$ cat src/rtl/retro_bus_pkg.sv
// ---------------------------------------------------------------------------
// retro_bus_pkg
// Shared types and default sizes for the Wishbone -> DDR/HyperRAM arbiter.
//   arb_state_e : arbiter FSM state (idle / bus owned by one initiator)
//   DEF_*       : default requester count, address/data widths, outstanding depth
// ---------------------------------------------------------------------------
package retro_bus_pkg;

   typedef enum logic {
      ST_IDLE  = 1'b0,
      ST_OWNED = 1'b1
   } arb_state_e;

   localparam int DEF_NUM_REQ = 4;
   localparam int DEF_ADDR_W  = 32;
   localparam int DEF_DATA_W  = 32;
   localparam int DEF_MAX_OUT = 8;

endpackage

$ cat src/rtl/wb_ddr_arbiter_if.sv
// ---------------------------------------------------------------------------
// wb_ddr_arbiter_if
// Wishbone Classic Pipelined bundle carrying N parallel initiators.
// The initiator side of the arbiter uses N = NUM_REQ, the target side N = 1.
//   master : drives Cyc/Stb/We/Adr/DatW/Sel, receives Ack/Err/Stall/DatR
//   slave  : the reverse
// DatR is a single broadcast bus shared by all N lanes.
// ---------------------------------------------------------------------------
interface wb_ddr_arbiter_if
   import retro_bus_pkg::*;
#(
   parameter int N      = 1,
   parameter int ADDR_W = DEF_ADDR_W,
   parameter int DATA_W = DEF_DATA_W
) ();

   logic [N-1:0]                 Cyc;
   logic [N-1:0]                 Stb;
   logic [N-1:0]                 We;
   logic [N-1:0][ADDR_W-1:0]     Adr;
   logic [N-1:0][DATA_W-1:0]     DatW;
   logic [N-1:0][DATA_W/8-1:0]   Sel;
   logic [N-1:0]                 Ack;
   logic [N-1:0]                 Err;
   logic [N-1:0]                 Stall;
   logic [DATA_W-1:0]            DatR;

   modport master (
      output Cyc, Stb, We, Adr, DatW, Sel,
      input  Ack, Err, Stall, DatR
   );

   modport slave (
      input  Cyc, Stb, We, Adr, DatW, Sel,
      output Ack, Err, Stall, DatR
   );

endinterface

$ cat src/rtl/wb_ddr_arbiter_rr_picker.sv
// ---------------------------------------------------------------------------
// rr_picker
// Combinational round-robin selector.
//   req_i  : request vector (one bit per initiator)
//   last_i : index of the previous owner; search starts at last_i+1 and wraps
//   win_o  : one-hot winner (zero when nothing requests)
//   vld_o  : a winner exists
// ---------------------------------------------------------------------------
module rr_picker #(
   parameter int NUM_REQ = 4,
   parameter int IDX_W   = 2
) (
   input  logic [NUM_REQ-1:0] req_i,
   input  logic [IDX_W-1:0]   last_i,
   output logic [NUM_REQ-1:0] win_o,
   output logic               vld_o
);

   always_comb begin
      int               s;
      logic [IDX_W-1:0] idx;
      s     = 0;
      idx   = '0;
      win_o = '0;
      vld_o = 1'b0;
      // Offset NUM_REQ lands back on last_i itself, so a lone requester is
      // re-granted after its own release.
      for (int o = 1; o <= NUM_REQ; o++) begin
         s = int'(last_i) + o;
         if (s >= NUM_REQ) s = s - NUM_REQ;
         idx = IDX_W'(s);
         if (!vld_o && req_i[idx]) begin
            win_o[idx] = 1'b1;
            vld_o      = 1'b1;
         end
      end
   end

endmodule

$ cat src/rtl/wb_ddr_arbiter.sv
// ---------------------------------------------------------------------------
// wb_ddr_arbiter
// Shares one pipelined Wishbone DDR/HyperRAM port among NUM_REQ initiators.
//   Clk, Reset : clock, asynchronous active-low reset
//   ini        : initiator-side bundle (slave modport, NUM_REQ lanes)
//   tgt        : target-side bundle (master modport, one lane)
//   Grant      : registered one-hot owner, zero while idle
// The owner's request passes straight through; strobes are held off once
// MAX_OUT transactions are in flight. Dropping Cyc ends ownership and aborts
// anything still outstanding.
// ---------------------------------------------------------------------------
module wb_ddr_arbiter
   import retro_bus_pkg::*;
#(
   parameter int NUM_REQ = DEF_NUM_REQ,
   parameter int ADDR_W  = DEF_ADDR_W,
   parameter int DATA_W  = DEF_DATA_W,
   parameter int MAX_OUT = DEF_MAX_OUT
) (
   input  logic                 Clk,
   input  logic                 Reset,
   wb_ddr_arbiter_if.slave      ini,
   wb_ddr_arbiter_if.master     tgt,
   output logic [NUM_REQ-1:0]   Grant
);

   localparam int IDX_W = (NUM_REQ > 1) ? $clog2(NUM_REQ) : 1;
   localparam int CNT_W = $clog2(MAX_OUT + 1);

   arb_state_e          state_q;
   logic [NUM_REQ-1:0]  grant_q;
   logic [IDX_W-1:0]    last_q;
   logic [CNT_W-1:0]    out_q, out_d;

   logic [NUM_REQ-1:0]  pick_win;
   logic                pick_vld;

   logic                own_cyc, own_stb, own_we;
   logic [ADDR_W-1:0]   own_adr;
   logic [DATA_W-1:0]   own_datw;
   logic [DATA_W/8-1:0] own_sel;
   logic [IDX_W-1:0]    owner_idx;
   logic                at_limit, acc, rsp;

   rr_picker #(.NUM_REQ(NUM_REQ), .IDX_W(IDX_W)) u_pick (
      .req_i  (ini.Cyc),
      .last_i (last_q),
      .win_o  (pick_win),
      .vld_o  (pick_vld)
   );

   // Owner mux: grant_q is zero while idle, so everything reads as zero then.
   always_comb begin
      own_cyc   = 1'b0;
      own_stb   = 1'b0;
      own_we    = 1'b0;
      own_adr   = '0;
      own_datw  = '0;
      own_sel   = '0;
      owner_idx = '0;
      for (int i = 0; i < NUM_REQ; i++) begin
         if (grant_q[i]) begin
            own_cyc   = ini.Cyc[i];
            own_stb   = ini.Stb[i];
            own_we    = ini.We[i];
            own_adr   = ini.Adr[i];
            own_datw  = ini.DatW[i];
            own_sel   = ini.Sel[i];
            owner_idx = IDX_W'(i);
         end
      end
   end

   assign at_limit = (out_q == CNT_W'(MAX_OUT));

   // Target request follows the owner; Cyc drops with the owner's Cyc so an
   // abandoned cycle is aborted on the target in the same clock.
   assign tgt.Cyc[0]  = own_cyc;
   assign tgt.Stb[0]  = own_cyc & own_stb & ~at_limit;
   assign tgt.We[0]   = own_we;
   assign tgt.Adr[0]  = own_adr;
   assign tgt.DatW[0] = own_datw;
   assign tgt.Sel[0]  = own_sel;

   // Responses only reach an owner that still holds Cyc; anything arriving
   // during an abort or while idle is dropped.
   assign ini.Stall = ~grant_q | (grant_q & {NUM_REQ{tgt.Stall[0] | at_limit}});
   assign ini.Ack   = grant_q & {NUM_REQ{own_cyc & tgt.Ack[0]}};
   assign ini.Err   = grant_q & {NUM_REQ{own_cyc & tgt.Err[0]}};
   assign ini.DatR  = own_cyc ? tgt.DatR : '0;

   assign Grant = grant_q;

   assign acc = tgt.Stb[0] & ~tgt.Stall[0];
   assign rsp = own_cyc & (tgt.Ack[0] | tgt.Err[0]);

   // Accept can only happen below the limit; a response with nothing in
   // flight is ignored so the count never goes negative.
   always_comb begin
      out_d = out_q;
      if (!own_cyc)
         out_d = '0;
      else if (acc && !rsp)
         out_d = out_q + CNT_W'(1);
      else if (rsp && !acc && (out_q != '0))
         out_d = out_q - CNT_W'(1);
   end

   always_ff @(posedge Clk or negedge Reset) begin
      if (!Reset) begin
         state_q <= ST_IDLE;
         grant_q <= '0;
         last_q  <= IDX_W'(NUM_REQ - 1);
         out_q   <= '0;
      end else begin
         out_q <= out_d;
         case (state_q)
            ST_IDLE: begin
               if (pick_vld) begin
                  grant_q <= pick_win;
                  state_q <= ST_OWNED;
               end
            end
            ST_OWNED: begin
               if (!own_cyc) begin
                  grant_q <= '0;
                  last_q  <= owner_idx;
                  state_q <= ST_IDLE;
               end
            end
            default: state_q <= ST_IDLE;
         endcase
      end
   end

endmodule

$ cat src/flat_wrapper.sv
// flat-port wrapper written by rule: the top's interface ports become plain ports
module wb_ddr_arbiter_flat import retro_bus_pkg::*;
#(
   parameter int NUM_REQ = DEF_NUM_REQ,
   parameter int ADDR_W  = DEF_ADDR_W,
   parameter int DATA_W  = DEF_DATA_W,
   parameter int MAX_OUT = DEF_MAX_OUT
)
  (Clk, Reset, Grant, ini_Cyc, ini_Stb, ini_We, ini_Adr, ini_DatW, ini_Sel, ini_Ack, ini_Err, ini_Stall, ini_DatR, tgt_Cyc, tgt_Stb, tgt_We, tgt_Adr, tgt_DatW, tgt_Sel, tgt_Ack, tgt_Err, tgt_Stall, tgt_DatR);
  wb_ddr_arbiter_if #(.N((4)), .ADDR_W(ADDR_W), .DATA_W(DATA_W)) ini_i ();
  wb_ddr_arbiter_if #(.N(1), .ADDR_W(ADDR_W), .DATA_W(DATA_W)) tgt_i ();
  input  logic Clk;
  input  logic Reset;
  output logic [NUM_REQ-1:0] Grant;
  input wire logic [$bits(ini_i.Cyc)-1:0] ini_Cyc;
  input wire logic [$bits(ini_i.Stb)-1:0] ini_Stb;
  input wire logic [$bits(ini_i.We)-1:0] ini_We;
  input wire logic [$bits(ini_i.Adr)-1:0] ini_Adr;
  input wire logic [$bits(ini_i.DatW)-1:0] ini_DatW;
  input wire logic [$bits(ini_i.Sel)-1:0] ini_Sel;
  output wire logic [$bits(ini_i.Ack)-1:0] ini_Ack;
  output wire logic [$bits(ini_i.Err)-1:0] ini_Err;
  output wire logic [$bits(ini_i.Stall)-1:0] ini_Stall;
  output wire logic [$bits(ini_i.DatR)-1:0] ini_DatR;
  output wire logic [$bits(tgt_i.Cyc)-1:0] tgt_Cyc;
  output wire logic [$bits(tgt_i.Stb)-1:0] tgt_Stb;
  output wire logic [$bits(tgt_i.We)-1:0] tgt_We;
  output wire logic [$bits(tgt_i.Adr)-1:0] tgt_Adr;
  output wire logic [$bits(tgt_i.DatW)-1:0] tgt_DatW;
  output wire logic [$bits(tgt_i.Sel)-1:0] tgt_Sel;
  input wire logic [$bits(tgt_i.Ack)-1:0] tgt_Ack;
  input wire logic [$bits(tgt_i.Err)-1:0] tgt_Err;
  input wire logic [$bits(tgt_i.Stall)-1:0] tgt_Stall;
  input wire logic [$bits(tgt_i.DatR)-1:0] tgt_DatR;
  assign ini_i.Cyc = ini_Cyc;
  assign ini_i.Stb = ini_Stb;
  assign ini_i.We = ini_We;
  assign ini_i.Adr = ini_Adr;
  assign ini_i.DatW = ini_DatW;
  assign ini_i.Sel = ini_Sel;
  assign ini_Ack = ini_i.Ack;
  assign ini_Err = ini_i.Err;
  assign ini_Stall = ini_i.Stall;
  assign ini_DatR = ini_i.DatR;
  assign tgt_Cyc = tgt_i.Cyc;
  assign tgt_Stb = tgt_i.Stb;
  assign tgt_We = tgt_i.We;
  assign tgt_Adr = tgt_i.Adr;
  assign tgt_DatW = tgt_i.DatW;
  assign tgt_Sel = tgt_i.Sel;
  assign tgt_i.Ack = tgt_Ack;
  assign tgt_i.Err = tgt_Err;
  assign tgt_i.Stall = tgt_Stall;
  assign tgt_i.DatR = tgt_DatR;
  wb_ddr_arbiter #(.NUM_REQ(NUM_REQ), .ADDR_W(ADDR_W), .DATA_W(DATA_W), .MAX_OUT(MAX_OUT)) u_core (.Clk(Clk), .Reset(Reset), .ini(ini_i), .tgt(tgt_i), .Grant(Grant));
endmodule
$ cat config.mk
export PLATFORM = sky130hd
export DESIGN_NAME = wb_ddr_arbiter_flat
export DESIGN_NICKNAME = d
export VERILOG_FILES = /design/src/rtl/retro_bus_pkg.sv /design/src/rtl/wb_ddr_arbiter_if.sv /design/src/rtl/wb_ddr_arbiter_rr_picker.sv /design/src/rtl/wb_ddr_arbiter.sv /design/src/flat_wrapper.sv
export SDC_FILE = /design/constraint.sdc
export NUM_CORES = 1
export LEC_CHECK = 0
export CORE_AREA = 2 2 173 175
export CTS_CLUSTER_DIAMETER = 200
export CTS_CLUSTER_SIZE = 20
export DETAILED_ROUTE_END_ITERATION = 12
export DIE_AREA = 0 0 175 177
export DONT_BUFFER_PORTS = 1
export PLACE_DENSITY = 0.3
export SYNTH_ARGS = -nofsm -noshare
export SYNTH_HDL_FRONTEND = slang
export SYNTH_SLANG_ARGS = --single-unit
$ cat constraint.sdc
create_clock -name Clk -period 4 [get_ports Clk]
set_clock_uncertainty 0.05 [all_clocks]
set_input_delay 1.2 -clock Clk [delete_from_list [all_inputs] [get_ports Clk]]
set_output_delay 1.2 -clock Clk [all_outputs]
set_load 0.05 [all_outputs]
==> impl_metrics.ini, run 1 <==
[critical_path]
max_stage_delay_ns = 0.70
cp_cell_sequence = nor4b_4, buf_4, a22oi_1, o21ai_1, buf_12
cpLargestDelayFamily = flip-flops
path_buf_inv = 2
cp_slowest_cell = dfrtp_4
crit_required_ns = 2.75
cp.arrival_ns = 2.46
crit_path_max_fanout = 39
start_kind = flop
cp-end-kind = primary output
critical_path_class = flop to primary output

[synthesis]
syn_avg_cell_area_um2 = 7.11
synth-async-reset-ratio_pct = 100
synth.yosys.warnings = 0
synth_seq_area_share_pct = 9.59
synth.distinct_cells = 45
synth_top_cell_by_area = a22oi_1
synth_edf_count = 0
syn_inst = 407
syn-num-nets = 738
yosys.cell_count.top_type = a22oi_1
synth_area_leaders = a22oi_1, o21ai_0, dfrtp_1
syn_area_um2 = 2900
ys_seq_elements = 11
synth_common_cells = a22oi_1, o21ai_0, clkbuf_1
synthFlopType = dfrtp_1
yosys.area.top_type_share_pct = 35.8

[placed_design]
io_buffers = 0
hpwl_um = 13400
gp_congestion = 0.734
place_area_um2 = 4950

[timing]
slew_headroom_pct = 56.9
setup_violations = 0
max_freq_mhz = 269
drv_slew = 0
tns_ns = 0
min_period_over_period_pct = 92.8
min_period_ns = 3.71
rsz0062_at_grt = no
hold_viol = 0
worst_pin_slew_ns = 0.639

[min_path]
hold_class = flop to flop

[cells_and_area]
fillers = 3226
drive_gt1_share_pct = 28.5
final_core_util_pct = 17.2
area_delta_synth_final_pct = 73.7
finalNetCount = 805
diodes = 0
stdcell_area_um2 = 5030

[route]
drtPass1Iterations = 4
drc = 0
initialDrtViolationCount = 196
wirelength_um = 16100
num_vias = 3806
wire_per_inst_um = 18.7
viasPerCell = 4.41
antenna_left = 0

[power_and_ir_drop]
ir_worst_vdd_uv = 268
power.total_uw = 6090
p_leak_uw = 0.00177
power.density_nw_per_um2 = 1210

[cts]
clkLatencyLatePin_ns = 0.23
htree_levels = 1
cts_tree = built
cts.repair.resized = 0
cts_buffer_depth = 2
numCtsBuffers = 3
cts.sinks = 11
post-cts-setup-buffers = 0
postCtsHoldBufs = 0
clk_pin_slew_worst_paths_ns = 0.04
cts_root_buffer = clkbuf_16

[floorplanning]
fp-row-count = 63
core_um2 = 29200
die_area_um2 = 31000
pin_count = 440
fp.dieW_um = 175
die_h_um = 177
initial_core_util_pct = 9.90

[global_route]
grt_max_degree = 89
antenna_found_initial = 0
grt_usage_pct = 8.97
grt_pass1_wl_um = 21400
grt_pass1_vias = 3507
grt_overflow = 0

[outcome]
status = finished clean

[run]
cap_violations = 0
## path summary, 6_finish.rpt
check                                start               end  slack, ns  depth (start not counted)
min in group asynchronous            Reset   u_core.out_q[3]       0.61                          0
min                        u_core.out_q[2]   u_core.out_q[2]       0.53                          2
max                        u_core.Grant[2]      tgt_DatW[14]       0.29                          5
max in group asynchronous            Reset  u_core.last_q[0]       3.12                          0
min reg2reg                u_core.out_q[2]   u_core.out_q[2]       0.53                          2
max reg2reg                u_core.Grant[2]   u_core.out_q[3]       1.01                          9
## sequential cells by signal (all words and copies together), names as in the netlist
signal,flops
u_core.state_q,1
u_core.Grant,4
u_core.out_q,4
u_core.last_q,2
## power by group
part	total (uW)	internal (uW)	switching, uW
Combinational	5570	2160	3410
Clock	180	134	46.0
Sequential	339	171	168
## metal layers
metal / vias up / GRT usage [%] / part of all wire (%)
li1: 1755 / - / -
met2: 256 / 16.0 / 50
met3: 12 / 1.42 / 7.6
met1: 1783 / 11.3 / 41
met4: 0 / 1.94 / 1.3
met5: - / 0 / 0
## kinds of logic after synthesis
group,Yosys count,synth area share (%)
compound gates,236,55.7
simple gates,88,19.1
buf+inv,56,7.78
flops,11,9.59
fa+ha+maj,10,4.58
mux,5,3.02
xor+xnor,1,0.303
## cell type report
class	count	area, um2	area share, %
timing repair buffer	110	1700	33.8
sequential	11	285	5.67
tap	390	488	9.70
inverter	8	30.0	0.597
multi-input combinational	340	2440	48.6
clock buffer	4	78.8	1.57
## cell usage in the layout (no fill, tap or decap), types with 2 or more instances in the layout
master and instances:
nand3b_1 2, o21ai_0 6, nor2b_1 5, nand2b_1 2, buf_4 40, dfrtp_4 2, mux2i_1 2, nor4_1 2
or3_1 2, nor2_1 9, dfstp_2 2, o211ai_1 2, ha_1 9, and3_2 2, dfrtp_1 7, buf_12 70
nor4b_4 2, o21ai_1 69, nand2_1 8, and2_2 6, a22oi_1 138, a21oi_1 3, a221o_1 3, a211o_1 2
and2_1 26, a221oi_1 3, nor3_1 5, inv_1 8, mux4_2 3, a211oi_1 2, nor3b_1 2, clkbuf_16 3
nand3_1 3, and3_1 7
## tightest hold or removal path, stage by stage, from the launching register on
cell and delay, ns:
dfrtp_1 0.40, nand2_1 0.08, o31ai_1 0.06
## stage by stage
step / instances / hold slack, ns / worst slack [ns]
final: 863 / 0.529 / 0.287
after global routing: 863 / 0.564 / 0.164
after CTS: 863 / 0.529 / 0.342
after detailed placement: 859 / 0.515 / 0.410
after global placement: 859 / 0.523 / 0.416
after floorplan: 407 / 0.473 / -0.0312
(Power assumes the default switching activity.)
==> inputs of run 2 (changes only) <==
CORE_AREA = 2 2 171 173   (was 2 2 173 175)
DIE_AREA = 0 0 173 175   (was 0 0 175 177)
==> run 2 against run 1 <==
  * Hold slack got worse by 0.0031 ns
  * Worst setup slack got worse by 0.011 ns
  * Die area decreased by 2.3%
  * Cell count decreased by 0.70%
  * Design area decreased by 9.5%
  * Register-to-register slack got worse by 0.24 ns
  * Total power decreased by 9.7%
  * Global-route usage increased by 1.0 points
  * Maximum frequency decreased by 0.30%
  * Sequential power increased by 6%
  * Highest routed layer unchanged
  * Via count increased by 5.4%
  * Non-clock buffer count unchanged
==> impl_metrics.ini, run 2 (same netlist as run 1, synthesis figures left out) <==
[cells_and_area]
diodes = 0
finalNetCount = 805
layout_common_cells = a22oi_1, buf_4, o21ai_1, buf_12, and2_1
fillers = 3247
fin_cells = 857
drive_gt1_share_pct = 28.8
final_common_cell = a22oi_1
final_core_util_pct = 16.0
area_delta_synth_final_pct = 57.1

[critical_path]
path_depth = 5
critical_path_class = flop to primary output
crit_required_ns = 2.75
cpMostUsedCell = buf_4
startpoint = u_core.Grant[2]
crit_path_max_fanout = 52
cpLargestDelayFamily = buffers and inverters
cp_slowest_cell = dfrtp_4
worst-r2r-setup-slack_ns = 0.77
r2r-start = u_core.Grant[1]
start_kind = flop
timing.rr.end = u_core.out_q[3]
crit_path_end = tgt_Adr[31]
cp_cell_sequence = nor4b_4, buf_4, a22oi_1, o21ai_1, buf_4
r2r_cells = 10
cp.arrival_ns = 2.47
cp-end-kind = primary output
path_buf_inv = 2
max_stage_delay_ns = 0.71

[cts]
numCtsBuffers = 3
cts.sinks = 11
cts.repair.resized = 0
cts_tree = built
clkLatencyLatePin_ns = 0.23
cts_buffer_depth = 2
postCtsHoldBufs = 0
htree_levels = 1
clk_pin_slew_worst_paths_ns = 0.04
cts_root_buffer = clkbuf_16
post-cts-setup-buffers = 0

[timing]
rsz0062_at_grt = no
worst_pin_slew_ns = 0.734
min_period_ns = 3.72
setup_violations = 0
hold_viol = 0
max_freq_mhz = 269
drv_slew = 0
min_period_over_period_pct = 93.1
slew_headroom_pct = 51.1

[placed_design]
hpwl_um = 14600
gp_congestion = 0.810
io_buffers = 0
dp.cells = 853

[power_and_ir_drop]
p_int_uw = 1940
power.net_switching_uw = 3560
power.share.switching_pct = 64.7
combPwrFrac_pct = 90.2
p_leak_uw = 0.00163
ir_worst_vdd_uv = 379
p_seq_share_pct = 6.5
power.density_nw_per_um2 = 1210
power_frac_clock_pct = 3.3

[route]
drtPass1Iterations = 5
wirelength_um = 17100
antenna_left = 0
wire_per_inst_um = 20.0
initialDrtViolationCount = 252
drc = 0
num_vias = 4011
viasPerCell = 4.68

[floorplanning]
pin_count = 440
fp.dieW_um = 173
initial_core_util_pct = 10.2
core_um2 = 28400
die_area_um2 = 30300
fp-row-count = 62
die_h_um = 175

[min_path]
hold_class = flop to flop

[global_route]
grt_usage_pct = 9.97
grt_overflow = 0
grt_pass1_wl_um = 23500
grt_max_degree = 80
grt_pass1_vias = 3709
antenna_found_initial = 2

[run]
cap_violations = 0

[outcome]
status = finished clean
run 2: cell type report:
type	count	area [um2]	share of cell area, %
timing repair buffer	110	1230	27.0
clock buffer	4	78.8	1.73
inverter	8	30.0	0.660
tap	384	480	10.6
multi-input combinational	340	2450	53.8
sequential	11	285	6.27
run 2: routing by layer:
metal | vias up | track usage [%] | share of wire, %
met3 | 16 | 1.20 | 7.4
met1 | 1939 | 14.1 | 43
met4 | 0 | 2.30 | 2.2
met5 | - | 0 | 0
li1 | 1758 | - | -
met2 | 298 | 16.1 | 47
run 2: power groups by stage:
| stage | registers (uW) | logic, uW | clock network, uW |
|---|---|---|---|
| floorplan | 266 | 3350 | 0 |
| global placement | 358 | 4930 | 0 |
| detailed placement | 362 | 4980 | 0 |
| CTS | 362 | 4990 | 185 |
| global route | 378 | 5210 | 192 |
| finish | 358 | 4960 | 180 |
run 2: tightest hold or removal path: stages (launching register included):
cell,delay [ns]
dfrtp_1,0.40
nand2_1,0.07
o31ai_1,0.06
run 2: worst min-delay path by stage:
stage                     cells past startpoint          endpoint              from  slack [ns]
final                                         2   u_core.out_q[2]   u_core.out_q[2]        0.53
after global routing                          1  u_core.last_q[1]  u_core.last_q[1]        0.56
after CTS                                     2   u_core.out_q[2]   u_core.out_q[2]        0.52
after detailed placement                      2   u_core.out_q[2]   u_core.out_q[2]        0.51
after global placement                        2   u_core.out_q[2]   u_core.out_q[2]        0.51
after floorplan                               2   u_core.out_q[3]   u_core.out_q[3]        0.47
run 2: through the flow:
| stage | power, uW | TNS (ns) | cell area [um2] | worst slack (ns) | hold slack [ns] |
|---|---|---|---|---|---|
| 2_1_floorplan | 3610 | -0.0312 | 2910 | -0.0312 | 0.473 |
| 3_3_place_gp | 5290 | 0 | 4470 | 0.386 | 0.510 |
| 3_5_place_dp | 5340 | 0 | 4470 | 0.417 | 0.514 |
| 4_1_cts | 5530 | 0 | 4550 | 0.262 | 0.521 |
| 5_1_grt | 5780 | 0 | 4550 | 0.114 | 0.561 |
| 6_report | 5500 | 0 | 4550 | 0.276 | 0.526 |
